File: config.mk
export PLATFORM = sky130hd
export DESIGN_NAME = mem_access
export DESIGN_NICKNAME = d
export VERILOG_FILES = /design/src/rtl/toy_pkg.sv /design/src/rtl/mem_access_load_align.sv /design/src/rtl/mem_access.sv
export SDC_FILE = /design/constraint.sdc
export NUM_CORES = 1
export LEC_CHECK = 0
export CELL_PAD_IN_SITES_DETAIL_PLACEMENT = 1
export CELL_PAD_IN_SITES_GLOBAL_PLACEMENT = 2
export CORE_UTILIZATION = 14
export CTS_CLUSTER_DIAMETER = 120
export CTS_CLUSTER_SIZE = 28
export DETAILED_ROUTE_END_ITERATION = 16
export PLACE_DENSITY_LB_ADDON = 0.1
export SETUP_SLACK_MARGIN = 0.5
export SYNTH_ARGS = -nofsm -noshare
export SYNTH_HDL_FRONTEND = slang
export SYNTH_SLANG_ARGS = --single-unit
File: constraint.sdc
create_clock -name CLK -period 7.35 [get_ports CLK]
set_input_delay 2.205 -clock CLK [delete_from_list [all_inputs] [get_ports CLK]]
set_output_delay 2.205 -clock CLK [all_outputs]
set_load 0.05 [all_outputs]
File: src/rtl/toy_pkg.sv
`default_nettype none
// ============================================================================
// Module      : toy_pkg
// Description : Shared access-size codes, MEM-stage FSM states and lane helpers.
// Revision    : 1.0 - initial release
// ============================================================================
package toy_pkg;

    localparam logic [1:0] SIZE_B = 2'b00;
    localparam logic [1:0] SIZE_H = 2'b01;
    localparam logic [1:0] SIZE_W = 2'b10;

    localparam int CNT_W = 8;

    typedef enum logic [0:0] {
        ST_IDLE = 1'b0,
        ST_WAIT = 1'b1
    } state_t;

    // Reserved size 2'b11 behaves as a word everywhere below.
    function automatic logic is_aligned(input logic [1:0] size, input logic [1:0] off);
        case (size)
            SIZE_B:  is_aligned = 1'b1;
            SIZE_H:  is_aligned = ~off[0];
            default: is_aligned = (off == 2'b00);
        endcase
    endfunction

    function automatic logic [3:0] byte_en(input logic [1:0] size, input logic [1:0] off);
        case (size)
            SIZE_B:  byte_en = 4'b0001 << off;
            SIZE_H:  byte_en = off[1] ? 4'b1100 : 4'b0011;
            default: byte_en = 4'b1111;
        endcase
    endfunction

    function automatic logic [31:0] store_data(input logic [1:0] size, input logic [31:0] rs2);
        case (size)
            SIZE_B:  store_data = {4{rs2[7:0]}};
            SIZE_H:  store_data = {2{rs2[15:0]}};
            default: store_data = rs2;
        endcase
    endfunction

endpackage
`default_nettype wire

File: src/rtl/mem_access_load_align.sv
`default_nettype none
// ============================================================================
// Module      : load_align
// Description : Selects the addressed load lane and sign/zero-extends it.
// Revision    : 1.0 - initial release
// ============================================================================
module load_align
    import toy_pkg::*;
(
    input  logic [1:0]  i_addr_lo,
    input  logic [1:0]  i_size,
    input  logic        i_unsigned,
    input  logic [31:0] i_rdata,
    output logic [31:0] o_result
);

    logic [31:0] w_shift;
    logic        w_sign;

    always_comb begin
        w_shift  = i_rdata >> {i_addr_lo, 3'b000};
        w_sign   = 1'b0;
        o_result = i_rdata;
        case (i_size)
            SIZE_B: begin
                w_sign   = ~i_unsigned & w_shift[7];
                o_result = {{24{w_sign}}, w_shift[7:0]};
            end
            SIZE_H: begin
                w_sign   = ~i_unsigned & w_shift[15];
                o_result = {{16{w_sign}}, w_shift[15:0]};
            end
            default: o_result = i_rdata;
        endcase
    end

endmodule
`default_nettype wire

File: src/rtl/mem_access.sv
`default_nettype none
// ============================================================================
// Module      : mem_access
// Description : MEM-stage load/store unit with valid/ack bus, stall and timeout.
// Revision    : 1.0 - initial release
// ============================================================================
module mem_access
    import toy_pkg::*;
#(
    parameter int TIMEOUT = 255
) (
    input  logic        CLK,
    input  logic        RST,
    input  logic        MemRead_M,
    input  logic        MemWrite_M,
    input  logic [1:0]  Size_M,
    input  logic        Unsigned_M,
    input  logic [31:0] ALUOUT_M,
    input  logic [31:0] DOUT1_M,
    output logic        DREQ,
    output logic        DWE,
    output logic [31:0] DADDR,
    output logic [3:0]  DBE,
    output logic [31:0] DWDATA,
    input  logic [31:0] DRDATA,
    input  logic        DACK,
    output logic [31:0] LoadData_M,
    output logic        STALL_M,
    output logic        MISALIGN_M,
    output logic        BUSERR_M
);

    localparam logic [CNT_W-1:0] c_TIMEOUT = CNT_W'(TIMEOUT);
    localparam logic             c_TO_EN   = (TIMEOUT != 0);

    state_t            r_state, w_state_nxt;
    logic [CNT_W-1:0]  r_cnt, w_cnt_nxt;

    logic              w_active, w_aligned, w_timeout, w_req;
    logic [31:0]       w_load;

    load_align u_load_align (
        .i_addr_lo  (ALUOUT_M[1:0]),
        .i_size     (Size_M),
        .i_unsigned (Unsigned_M),
        .i_rdata    (DRDATA),
        .o_result   (w_load)
    );

    always_ff @(posedge CLK) begin
        if (RST) begin
            r_state <= ST_IDLE;
            r_cnt   <= '0;
        end else begin
            r_state <= w_state_nxt;
            r_cnt   <= w_cnt_nxt;
        end
    end

    always_comb begin
        w_active  = MemRead_M | MemWrite_M;
        w_aligned = is_aligned(Size_M, ALUOUT_M[1:0]);
        // An ack in the expiry cycle still completes the access normally.
        w_timeout = (r_state == ST_WAIT) && c_TO_EN && (r_cnt == c_TIMEOUT) && !DACK;
        w_req     = !RST && w_active && w_aligned && !w_timeout;

        DREQ       = w_req;
        DWE        = w_req & MemWrite_M;
        DADDR      = w_req ? {ALUOUT_M[31:2], 2'b00} : 32'h0;
        DBE        = w_req ? byte_en(Size_M, ALUOUT_M[1:0]) : 4'h0;
        DWDATA     = w_req ? store_data(Size_M, DOUT1_M) : 32'h0;
        STALL_M    = w_req & !DACK;
        MISALIGN_M = !RST && w_active && !w_aligned;
        BUSERR_M   = !RST && w_timeout;
        LoadData_M = (w_req && DACK && MemRead_M) ? w_load : 32'h0;

        w_state_nxt = STALL_M ? ST_WAIT : ST_IDLE;
        w_cnt_nxt   = (r_state == ST_WAIT && STALL_M) ? r_cnt + 1'b1 : '0;
    end

endmodule
`default_nettype wire

# ---- Word-level counts from Yosys, hierarchy flattened
# Index checks and enable logic that the tools add are counted.
dict set report op_classes {
  n_addsub 1
  reduce_logical 17
  n_eq_ne 2
  bitwise 8
  mux 10
  n_shift 2
}
# op n
set op_table {}
lappend op_table {{$pmux W32 S2} 2}
lappend op_table {{$mux W32} 3}
lappend op_table {{$shr A32 B5 Y16} 1}
lappend op_table {{$logic_and A1 B1 Y1} 10}
lappend op_table {{$add A8 B1 Y8 const B} 1}
lappend op_table {{$eq A8 B8 Y1 const B} 1}
lappend op_table {{$mux W4} 2}
lappend op_table {{$pmux W4 S2} 1}
lappend op_table {{$and A1 B1 Y1} 4}
lappend op_table {{$logic_not A1 Y1} 4}
lappend op_table {{$logic_not A2 Y1} 2}
lappend op_table {{$shl A1 B2 Y4 const A} 1}
lappend op_table {{$not A1 Y1} 3}
lappend op_table {{$eq A2 B1 Y1 const B} 1}
lappend op_table {{$pmux W1 S2} 1}
lappend op_table {{$reduce_or A2 Y1} 1}
lappend op_table {{$mux W1} 1}
lappend op_table {{$or A1 B1 Y1} 1}
dict set report word_totals {
  reg_bits 9
  output_inout_bits 105
  in_bits 104
}

# ---- Logic depth before layout (Yosys ltp)
dict set report logic_depth {
  ltp_word 9
  mapped_depth 7
  ltp_nobuf 6
}

# ---- Hierarchy
# Synthesis repeated with hierarchy kept, for this count alone.
dict set report unflattened {
  cells_unflattened 364
  hier_area_um2 2573.7
}
# mod n_inst area_per_inst_um2 cells_each
set by_module_without_submodules {}
lappend by_module_without_submodules {mem_access 1 1833.0 251}
lappend by_module_without_submodules {load_align 1 740.7 113}

# ---- Least setup slack after synthesis
# Ideal clock, no wire load.
dict set report synth_path {
  kind {input to output}
  startpoint {input port ALUOUT_M[1]}
  endpoint {output port LoadData_M[14]}
  arrival_time_ns 3.954
  stages 4
  slack_ns 1.191
  n_path_buf 1
  required_ns 5.145
  path_cell_list {clkbuf_1 > nor3b_1 > a32oi_1 > a31oi_1}
}
dict set report synth_via {
  elab_chain_cells 7
  elab_cells_between_ends 10
  classes_between {1 x shift; 3 x mux; 1 x bitwise; 5 x reduce/logical}
}
# element line_no
set synth_rtl {}
lappend synth_rtl {{from (decl)} mem_access.sv:18} ;# input logic [31:0] ALUOUT_M,
lappend synth_rtl {{parallel branches: the longest is 6 deep, another holds $shr A32 B5 Y16} --}
lappend synth_rtl {{$mux W32 (*)} mem_access.sv:75} ;# LoadData_M = (w_req && DACK && MemRead_M) ? w_load : 32'h0;
lappend synth_rtl {{to (decl)} mem_access.sv:27} ;# output logic [31:0] LoadData_M,
# Every way passes the cells marked *.

# ---- Worst setup path after layout
dict set report layout_path {
  startpoint {input port ALUOUT_M[0]}
  endpoint {output port LoadData_M[1]}
}
dict set report layout_via {
  elab_chain_cells 7
  elab_cells_between_ends 10
  classes_between {1 x shift; 3 x mux; 1 x bitwise; 5 x reduce/logical}
}
# element line_no
set layout_rtl {}
lappend layout_rtl {{parallel branches: the longest is 6 deep, another holds $shr A32 B5 Y16} --}
lappend layout_rtl {{$mux W32 (*)} mem_access.sv:75}
# Marks and branches as above.

==> out/metrics.yaml <==
cts_tree: "built"
grt_max_degree: 41
setup_viol: 0
synthXorXnorAreaFrac_pct: 2.630
synth.largest_area_cell: "and2_1"
cts_buffer_depth: 2
min_period_over_period_pct: 90.48
finalClockSkew_ns: 0.0005856
yosysUniqueCellTypes: 43
synthSimpleGateAreaFrac_pct: 34.25
async_reset_ff_share_pct: 0
ant_nets: 0
die-width_um: 121.5
yosys-top-cells-count: "and2_1 (40), nand2_1 (37), nor2_1 (36)"
row_count: 43
synth_compound_area_share_pct: 26.36
cts_sinks: 9
synthCells: 299
drt-pass1-iter-count: 5
die-area_mm2: 0.01476
maxSlewHeadroom_pct: 53.49
drive_gt1_share_pct: 27.61
post_drt_wl_per_cell_um: 16.99
wl_um: 11360
synth-seq-area-share_pct: 9.017
max_freq_mhz: 150.4
status: "completed"
cts-htree-levels: 1
cellLeakagePower_nw: 2.180
peakVddDrop_uv: 59.75
synth_area_per_cell_um2: 6.683
rsz0062_at_grt: "false"
ys_warn_count: 0
drv_slew: 0
worstSetupStartpointType: "input port"
core_area_mm2: 0.01388
avgViaCountPerCell: 4.369
grt_pass1_vias: 3152
insertion_delay_ns: 0.24
grt_pass1_wl_um: 17200
fin_crit_ns: 6.650
fill_cells: 1579
die_h_um: 121.5
netlist.area_leader.share_pct: 12.52
end_kind: "primary output"
fin_nets: 595
cts_buffers: 3
cap_viol_max_count: 0
synth_mux_area_share_pct: 17.35
synth_top_family_by_area: "simple AND/OR/NAND/NOR gates"
synth.top_cells.by_area: "and2_1 (13%), mux2i_1 (10%), dfxtp_1 (9.0%)"
hpwlAfterDp_um: 9330
critical_path_required_ns: 5.14
cp_max_fo: 25
grt_usage_pct: 14.94
tightest_slew_ns: 0.6969
hold_viol: 0
grt-ovfl-total: 0
syn-cell-area_mm2: 0.001998
start_util_pct: 14.40
synth_edf_count: 0
ys_seq_elements: 9
dominantRegCellSynth: "dfxtp_1"
arrival_ns: 4.45
worst_setup_hold_path_clk_slew_ns: 0.04
hp-class: "reg2reg"
synth_most_common_cell: "and2_1"
synthAdderAreaFrac_pct: 0.6262
syn2layout_area_growth_pct: 163.4
drt_iter0_markers: 91
clk_root_buffer_cell: "clkbuf_16"
path_class: "in2out"
gp_congestion: 0.7346
power-per-cell-area_mw_per_mm2: 88.30
diodes: 0
drc: 0
grt_antenna_before_repair: 0
vias: 2923
numPortBuffers: 206
io_pins: 209
finalNonFillerCells: 669
setup-tns-final_ns: 0
dp.cells: 665
metrics by stage:
stage               utilization [%]  setup slack, ns  total power [W]  hold slack (ns)  area (um2)
floorplan                         -            1.191        0.0001973           0.4291        2002
global placement              37.32           0.6401        0.0003687           0.4622        5180
detailed placement            37.32           0.5692        0.0003708           0.4652        5180
CTS                           37.89           0.5676        0.0004697           0.4704        5259
global route                  37.91           0.5470        0.0004834           0.4807        5263
finish                        37.91           0.6997        0.0004647           0.4740        5263
area by class of cell:
class                           count  area [um2]  share of cell area [%]
Sequential cell                     9       180.2                   3.424
Multi-Input combinational cell    257        1632                   31.00
Inverter                            5       21.27                  0.4042
Timing Repair Buffer              214        3126                   59.39
Tap cell                          180       225.2                   4.280
Clock buffer                        4       78.83                   1.498
power by group:
group / leakage [nW] / internal [W] / switching (W)
logic: 2.07 / 0.000157 / 0.000161
registers: 0.0726 / 0.0000493 / 0.0000000907
clock network: 0.0382 / 0.0000726 / 0.0000246
total: 2.18 / 0.000279 / 0.000186
cells by family (layout without fill, tap and decap cells):
family,Yosys count,in the layout
compound gates,77,77
xor+xnor,6,6
fa+ha+maj,1,1
buf+inv,34,223
flops,9,9
mux,33,33
other cells,1,2
simple gates,138,138
flip-flops by register name (all words and copies together) (netlist names):
signal,cells
r_cnt,8
r_state,1
layer usage:
layer  global-route usage, %  vias to the layer above  routed length [um]
met5                       0                        -                   0
met4                   2.469                        0                 125
met3                   4.088                        9                 963
met2                   28.02                      130                5833
met1                   16.78                     1364                4442
li1                        -                     1420                   -
worst max-delay path, stage by stage:
cell and delay [ns]:
clkdlybuf4s50_1 0.54, buf_4 0.34, nor2b_1 0.57, a22o_1 0.28
nand2_1 0.07, a21oi_1 0.26, buf_12 0.18
what timing repair did:
action | 4_1_cts | 5_1_grt
hold buffers | 0 | 0
endpoints found under the hold margin | 0 | 0
buffers inserted | 0 | 0
gates resized for setup | 0 | 3
endpoints found under the setup margin | 0 | 42
worst paths after layout:
check	slack, ns	cells after the start	from	end
min reg2reg	0.47	1	r_cnt[0]	r_cnt[0]
min	0.47	1	r_cnt[0]	r_cnt[0]
max	0.70	7	ALUOUT_M[0]	LoadData_M[1]
max reg2reg	5.82	5	r_cnt[0]	r_cnt[2]
placed cells by master (no fill, tap or decap), types with 13 or more instances in the layout:
cell type,netlist,final
nand2_1,37,37
and2_1,40,40
a21oi_1,35,35
nor2_1,36,36
buf_12,0,101
a21o_1,17,17
clkdlybuf4s50_1,0,103
mux2i_1,20,20
mux2_2,13,13
No activity file was read; power rests on OpenSTA's default activity.
